--- config.mk ---
export PLATFORM = sky130hd
export DESIGN_NAME = control_unit
export DESIGN_NICKNAME = d
export VERILOG_FILES = /design/src/rtl/control_unit.sv
export SDC_FILE = /design/constraint.sdc
export NUM_CORES = 1
export LEC_CHECK = 0
export ABC_AREA = 1
export CORE_AREA = 2 2 51 53
export DETAILED_ROUTE_END_ITERATION = 10
export DIE_AREA = 0 0 53 55
export GPL_ROUTABILITY_DRIVEN = 0
export PLACE_DENSITY = 0.77
export SLEW_MARGIN = 0
export SYNTH_ARGS = -nofsm -noshare
export SYNTH_HDL_FRONTEND = slang
export SYNTH_SLANG_ARGS = --single-unit
--- constraint.sdc ---
create_clock -name clk -period 1.6 [get_ports clk]
set_clock_uncertainty 0.2 [all_clocks]
set_input_delay 0.32 -clock clk [delete_from_list [all_inputs] [get_ports clk]]
set_output_delay 0.32 -clock clk [all_outputs]
set_load 0.02 [all_outputs]
--- src/rtl/control_unit.sv ---
// control_unit: multicycle Moore controller for the CPU datapath.
// Every control output is decoded from the state register alone.
// The instruction's opcode and funct only choose the next state.
// Build option CTRL_EXCEPTION_EN adds two trap paths: arithmetic overflow
// and undefined instruction. Without it, overflow is ignored, and an
// undefined instruction returns to FETCH0 with no side effect.
//
// state    | code | meaning
// RESET    |  0   | datapath reset pulse
// FETCH0   |  1   | issue instruction read at PC
// FETCH1   |  2   | memory wait
// FETCH2   |  3   | load IR, PC <= PC+4
// DECODE   |  4   | load A/B, precompute branch target
// R_ADD    |  5   | A+B into ALUOut
// R_SUB    |  6   | A-B into ALUOut
// R_AND    |  7   | A&B into ALUOut
// I_EXEC   |  8   | A+sext imm into ALUOut (addi)
// R_WB     |  9   | write ALUOut to rd
// I_WB     | 10   | write ALUOut to rt
// ADDR     | 11   | A+sext imm effective address
// MEM0     | 12   | load read at ALUOut
// MEM1     | 13   | memory wait, MDR capture
// LW_WB    | 14   | write MDR to rt
// SW       | 15   | store at ALUOut
// BEQ      | 16   | conditional PC load, equal
// BNE      | 17   | conditional PC load, not equal
// J        | 18   | jump
// JAL0     | 19   | link PC into $31
// JAL1     | 20   | jump
// JR       | 21   | PC <= A
// EXC0_OVF | 22   | EPC <= PC-4, read overflow vector
// EXC0_OPC | 23   | EPC <= PC-4, read invalid-opcode vector
// EXC1     | 24   | memory wait
// EXC2     | 25   | PC <= handler address from MDR

module control_unit #(
    parameter logic [7:0] OVF_VEC = 8'd254,
    parameter logic [7:0] OPC_VEC = 8'd253
) (
    input  logic       clk,
    input  logic       rst,
    input  logic [5:0] opcode,
    input  logic [5:0] funct,
    input  logic       Overflow,
    output logic       RstOut,
    output logic       PCWrite,
    output logic       PCWriteCond,
    output logic       EQorNE,
    output logic       MemRead_Write,
    output logic       IRWrite,
    output logic       RegWrite,
    output logic       RegALoad,
    output logic       RegBLoad,
    output logic       ALUOutLoad,
    output logic       EPCWrite,
    output logic       ALUSrcA,
    output logic [1:0] ALUSrcB,
    output logic [2:0] ALUOp,
    output logic [2:0] IorD,
    output logic [1:0] RegDst,
    output logic [3:0] MemtoReg,
    output logic [2:0] PCSrc,
    output logic [5:0] state
);

    localparam logic [5:0] RESET    = 6'd0;
    localparam logic [5:0] FETCH0   = 6'd1;
    localparam logic [5:0] FETCH1   = 6'd2;
    localparam logic [5:0] FETCH2   = 6'd3;
    localparam logic [5:0] DECODE   = 6'd4;
    localparam logic [5:0] R_ADD    = 6'd5;
    localparam logic [5:0] R_SUB    = 6'd6;
    localparam logic [5:0] R_AND    = 6'd7;
    localparam logic [5:0] I_EXEC   = 6'd8;
    localparam logic [5:0] R_WB     = 6'd9;
    localparam logic [5:0] I_WB     = 6'd10;
    localparam logic [5:0] ADDR     = 6'd11;
    localparam logic [5:0] MEM0     = 6'd12;
    localparam logic [5:0] MEM1     = 6'd13;
    localparam logic [5:0] LW_WB    = 6'd14;
    localparam logic [5:0] SW       = 6'd15;
    localparam logic [5:0] BEQ      = 6'd16;
    localparam logic [5:0] BNE      = 6'd17;
    localparam logic [5:0] J        = 6'd18;
    localparam logic [5:0] JAL0     = 6'd19;
    localparam logic [5:0] JAL1     = 6'd20;
    localparam logic [5:0] JR       = 6'd21;
    localparam logic [5:0] EXC0_OVF = 6'd22;
    localparam logic [5:0] EXC0_OPC = 6'd23;
    localparam logic [5:0] EXC1     = 6'd24;
    localparam logic [5:0] EXC2     = 6'd25;

    // The two trap vectors are decoded by the datapath from IorD; if they
    // alias, the two handlers cannot be told apart.
    if (OVF_VEC == OPC_VEC) begin : g_vec_alias
        $error("control_unit: OVF_VEC and OPC_VEC must differ");
    end

    logic [5:0] state_q;
    logic [5:0] state_d;
    logic       bad_next;
    logic       ovf_trap;

`ifdef CTRL_EXCEPTION_EN
    assign ovf_trap = Overflow;
    assign bad_next = 1'b1;
`else
    logic unused_overflow;
    assign unused_overflow = Overflow;
    assign ovf_trap = 1'b0;
    assign bad_next = 1'b0;
`endif

    // Next-state selection; an undefined instruction either traps or refetches.
    always_comb begin
        state_d = FETCH0;
        case (state_q)
            RESET:    state_d = FETCH0;
            FETCH0:   state_d = FETCH1;
            FETCH1:   state_d = FETCH2;
            FETCH2:   state_d = DECODE;
            DECODE: begin
                state_d = bad_next ? EXC0_OPC : FETCH0;
                case (opcode)
                    6'h00: begin
                        case (funct)
                            6'h20:   state_d = R_ADD;
                            6'h22:   state_d = R_SUB;
                            6'h24:   state_d = R_AND;
                            6'h08:   state_d = JR;
                            default: state_d = bad_next ? EXC0_OPC : FETCH0;
                        endcase
                    end
                    6'h08:   state_d = I_EXEC;
                    6'h23:   state_d = ADDR;
                    6'h2b:   state_d = ADDR;
                    6'h04:   state_d = BEQ;
                    6'h05:   state_d = BNE;
                    6'h02:   state_d = J;
                    6'h03:   state_d = JAL0;
                    default: state_d = bad_next ? EXC0_OPC : FETCH0;
                endcase
            end
            R_ADD:    state_d = ovf_trap ? EXC0_OVF : R_WB;
            R_SUB:    state_d = ovf_trap ? EXC0_OVF : R_WB;
            R_AND:    state_d = R_WB;
            I_EXEC:   state_d = ovf_trap ? EXC0_OVF : I_WB;
            ADDR:     state_d = (opcode == 6'h2b) ? SW : MEM0;
            MEM0:     state_d = MEM1;
            MEM1:     state_d = LW_WB;
            JAL0:     state_d = JAL1;
            EXC0_OVF: state_d = EXC1;
            EXC0_OPC: state_d = EXC1;
            EXC1:     state_d = EXC2;
            default:  state_d = FETCH0;
        endcase
    end

    // State register; reset wins over every transition.
    always_ff @(posedge clk) begin
        if (rst) state_q <= RESET;
        else     state_q <= state_d;
    end

    assign state = state_q;

    // Moore output decode; anything not driven in a state stays 0.
    always_comb begin
        RstOut        = 1'b0;
        PCWrite       = 1'b0;
        PCWriteCond   = 1'b0;
        EQorNE        = 1'b0;
        MemRead_Write = 1'b0;
        IRWrite       = 1'b0;
        RegWrite      = 1'b0;
        RegALoad      = 1'b0;
        RegBLoad      = 1'b0;
        ALUOutLoad    = 1'b0;
        EPCWrite      = 1'b0;
        ALUSrcA       = 1'b0;
        ALUSrcB       = 2'b00;
        ALUOp         = 3'b000;
        IorD          = 3'b000;
        RegDst        = 2'b00;
        MemtoReg      = 4'b0000;
        PCSrc         = 3'b000;
        case (state_q)
            RESET:  RstOut = 1'b1;
            FETCH2: begin
                IRWrite = 1'b1; ALUSrcB = 2'b01; ALUOp = 3'b001; PCWrite = 1'b1;
            end
            DECODE: begin
                RegALoad = 1'b1; RegBLoad = 1'b1; ALUOutLoad = 1'b1;
                ALUSrcB = 2'b11; ALUOp = 3'b001;
            end
            R_ADD:  begin ALUSrcA = 1'b1; ALUOutLoad = 1'b1; ALUOp = 3'b001; end
            R_SUB:  begin ALUSrcA = 1'b1; ALUOutLoad = 1'b1; ALUOp = 3'b010; end
            R_AND:  begin ALUSrcA = 1'b1; ALUOutLoad = 1'b1; ALUOp = 3'b011; end
            // addi and the load/store address both add the immediate to A
            I_EXEC, ADDR: begin
                ALUSrcA = 1'b1; ALUSrcB = 2'b10; ALUOp = 3'b001; ALUOutLoad = 1'b1;
            end
            R_WB:   begin RegWrite = 1'b1; RegDst = 2'b01; end
            I_WB:   RegWrite = 1'b1;
            MEM0:   IorD = 3'b001;
            LW_WB:  begin RegWrite = 1'b1; MemtoReg = 4'b0001; end
            SW:     begin IorD = 3'b001; MemRead_Write = 1'b1; end
            BEQ, BNE: begin
                ALUSrcA = 1'b1; ALUOp = 3'b010; PCWriteCond = 1'b1; PCSrc = 3'b001;
                EQorNE = (state_q == BEQ);
            end
            J, JAL1: begin PCSrc = 3'b010; PCWrite = 1'b1; end
            JAL0:   begin RegDst = 2'b10; MemtoReg = 4'b0110; RegWrite = 1'b1; end
            JR:     begin PCSrc = 3'b100; PCWrite = 1'b1; end
`ifdef CTRL_EXCEPTION_EN
            EXC0_OVF, EXC0_OPC: begin
                EPCWrite = 1'b1; ALUSrcB = 2'b01; ALUOp = 3'b010;
                IorD = (state_q == EXC0_OVF) ? 3'b101 : 3'b100;
            end
            EXC2:   begin PCSrc = 3'b011; PCWrite = 1'b1; end
`endif
            default: ;
        endcase
    end

endmodule

==> out/qor.txt <==
SYNTHESIS
--------------------------------------------------------------------------------------------------
Post-synthesis register bit count                                                                5
Number of different library cells in the post-synthesis netlist                                 22
Mapped Cells                                                                                   163
Count of yosys warnings during synthesis                                                         0
Netlist area before placement                                                             833 um^2
Mean instance size in the synthesized netlist                                            5.11 um^2
Part of the Yosys area used for sequential elements                                          12.0%

SETUP PATH
--------------------------------------------------------------------------------------------------
Setup crit end kind                                                                    output port
Critical Path Fanout Max                                                                         6
Buf+Inv Stages, Crit Path                                                                        3
Worst setup endpoint                                                                       PCWrite
Critical Path Start                                                                       state[1]
Critical R2R Launch                                                                       state[3]
Critical Path Source Type                                                                 register
Cell family contributing the most delay on the critical path                          simple AND/OR/NAND/NOR gates
Reg-to-reg setup timing slack                                                              -210 ps
Number of stages on the worst setup path                                                         7
Critical path class                                                                     reg -> out
CP max stage cell                                                                          dfxtp_4
Endpoint of the worst-slack reg-to-reg timing path                                        state[2]
Signal arrival time at the worst endpoint                                                  1400 ps
Logic depth of the worst register-to-register path                                              10
Biggest cell delay along the critical path                                                  400 ps
Series of cell instances along the critical path                                      nand2_4 -> inv_1 -> nand2_4 -> nor2_4 -> inv_2 -> nand4_1 -> buf_6
Critical Path RT                                                                           1080 ps
Cell repeated most along the worst path                                                    nand2_4

LAYOUT
--------------------------------------------------------------------------------------------------
Fraction of layout instances using a drive strength above 1                                  63.1%
N_diodes                                                                                         0
Most common library cell in the layout ignoring fill and taps                                buf_4
Filler cells                                                                                   114
# nets final                                                                                   268
Synth-to-Final Area Change                                                                    149%
Count of placed standard cells in the final layout, fillers left out                           282
Commonest cells after routing, fill and taps aside                                    41 x buf_4, 26 x buf_6, 24 x nand2_1
Flip-flop count of the largest register, all copies and words added                              5
Total area of multi-input combinational cells                                             898 um^2
Area used by sequential logic in the layout                                               119 um^2

PWR
--------------------------------------------------------------------------------------------------
Seq pwr share                                                                                13.2%
Cell area power density                                                                899 nW/um^2
Maximum VDD drop                                                                            849 uV
Clk network pwr share                                                                         8.0%
Switching Fraction                                                                           50.3%
Proportion of power drawn by combinational gates                                             78.8%
Switching power summed over all nets                                                      0.936 mW
Internal Dissipation                                                                      0.925 mW
Cell leakage power                                                                         1.07 nW

WORST HOLD PATH
--------------------------------------------------------------------------------------------------
Type of the worst min-delay path                                                         in -> reg

FLOW RUN
--------------------------------------------------------------------------------------------------
Reported max-cap violation count                                                                 0

STA
--------------------------------------------------------------------------------------------------
Worst path setup slack after routing                                                       -319 ps
Final Hold Viols                                                                                 0
Final Max Tran Viols                                                                             0
Final critical-path share of the clock period                                                 120%
Clock period minus final worst setup slack                                                 1920 ps
Unrepaired setup endpoints after global routing                                               true
Fmax                                                                                     0.521 GHz
Final Setup Violations                                                                          30

PLACE
--------------------------------------------------------------------------------------------------
Worst slack after detailed placement                                                       -592 ps
Number of buffers inserted by port buffering                                                    42
Total half-perimeter wirelength after legalization and detailed placement                  2620 um
DP Cell Count                                                                                  266

OUTCOME
--------------------------------------------------------------------------------------------------
Violations in the final reports                                                       negative setup slack
Status                                                                                complete, but fails checks

DETAILED ROUTING
--------------------------------------------------------------------------------------------------
Routed wirelength normalized by instance count                                             17.7 um
First drt pass iteration count                                                                   6
Antenna Violating Nets Remaining                                                                 0
Number of DRC markers after the initial detailed-route iteration                                62
Via total after detailed routing                                                             1,548
Vias/cell                                                                                     5.49
DRC violation count after routing                                                                0
Routed WL                                                                                  4980 um

GLOBAL ROUTE
--------------------------------------------------------------------------------------------------
Maximum number of pins on one net before global-route repair                                     8
Vias in the first global route                                                               1,438
Wire length of the first global-routing pass                                               6420 um
Total global routing track utilization                                                       30.0%
Overall overflow remaining after global route                                                    0
Antenna violations before repair                                                                 0

FLOORPLAN
--------------------------------------------------------------------------------------------------
IO Count                                                                                        50
Chip width                                                                                   53 um
Die ar.                                                                                  2920 um^2
Initial cell density of the core                                                             35.2%
Die height                                                                                   55 um
Site row count                                                                                  18
Placeable core region                                                                    2360 um^2

CLOCK TREE
--------------------------------------------------------------------------------------------------
Clock transition time at the flip-flop clock pins of the worst setup and hold paths          40 ps
CTS H-tree lvls                                                                                  1
Clk_lat worst skew                                                                          240 ps
Root buffer cell                                                                          clkbuf_4
Clock net sink count                                                                             5
Clock tree from TritonCTS                                                                    built
Count of hold buffers inserted by post-cts repair                                                0
Number of buffers on the longest clock path                                                      2
Number of clock buffers inserted by TritonCTS                                                    3

## synth_stat cells, drive strengths merged
cell type	count	share of area, %
a21oi	2	1.2
a31oi	2	1.5
buf	11	10
clkinv	1	0.45
conb	1	0.45
dfxtp	5	12
inv	25	11
nand2	37	18
nand3	25	16
nand4	4	3.0
nor2	38	19
nor3	3	1.8
nor3b	1	0.90
o2111ai	1	1.1
o21ai	7	4.2
## worst min path at each step
| stage | startpoint | endpoint | slack (ps) | depth (start not counted) |
|---|---|---|---|---|
| 2_1_floorplan | rst | state[1] | 180 | 1 |
| 3_3_place_gp | state[1] | state[4] | 530 | 4 |
| 3_5_place_dp | state[1] | state[4] | 530 | 4 |
| 4_1_cts | rst | state[2] | 510 | 2 |
| 5_1_grt | opcode[0] | state[0] | 490 | 7 |
| 6_report | opcode[0] | state[0] | 450 | 7 |
## worst min-delay path, cell delays in order
cell and delay (ps):
dlymetal6s2s_1 190, nand2_1 80, nand2_1 50, nand2_1 60, nand3_2 70, nand2_1 50, inv_1 40
## per-layer routing
metal	GRT usage [%]	up-vias	wire, um
li1	-	689	-
met1	31.3	702	1680
met2	60.2	120	2640
met3	3.76	37	358
met4	12.8	0	303
met5	0	-	0
## through the flow
step | hold WS (ps) | total power [mW] | cell area [um^2] | util [%] | setup TNS, ps
2_1_floorplan | 179 | 0.725 | 970 | - | -451
3_3_place_gp | 532 | 1.23 | 1620 | 68.7 | -10830
3_5_place_dp | 527 | 1.26 | 1620 | 68.7 | -11700
4_1_cts | 508 | 1.57 | 1840 | 77.7 | -4410
5_1_grt | 487 | 1.94 | 2070 | 87.6 | -7350
6_report | 451 | 1.86 | 2070 | 87.6 | -5830
## final cells by class
class / count / share of cell area (%)
multi-input cells: 126 / 43.4
repair buffers: 91 / 42.3
flip-flops and latches: 5 / 5.74
inverters: 26 / 5.56
well taps: 30 / 1.81
clock buffers: 4 / 1.27
## kinds of logic after synthesis
kind of cell | after synthesis | share of synthesized area (%)
DFF | 5 | 12.0
other | 1 | 0.450
and+or+nand+nor | 108 | 57.5
buffers and inverters | 37 | 22.1
AOI/OAI and AO/OA | 12 | 7.96
## power by group through the flow
| stage | Combinational, mW | Sequential [mW] | Clock, mW |
|---|---|---|---|
| 2_1_floorplan | 0.469 | 0.256 | 0 |
| 3_3_place_gp | 1.00 | 0.229 | 0 |
| 3_5_place_dp | 1.03 | 0.230 | 0 |
| 4_1_cts | 1.18 | 0.243 | 0.144 |
| 5_1_grt | 1.53 | 0.251 | 0.165 |
| 6_report | 1.47 | 0.246 | 0.148 |
## what timing repair did
action / CTS / global route
setup endpoints to repair: 32 / 32
pin swaps: 21 / 19
gates resized for setup: 196 / 58
buffers inserted: 7 / 7
Note: power is estimated with default switching activity, not from simulation.
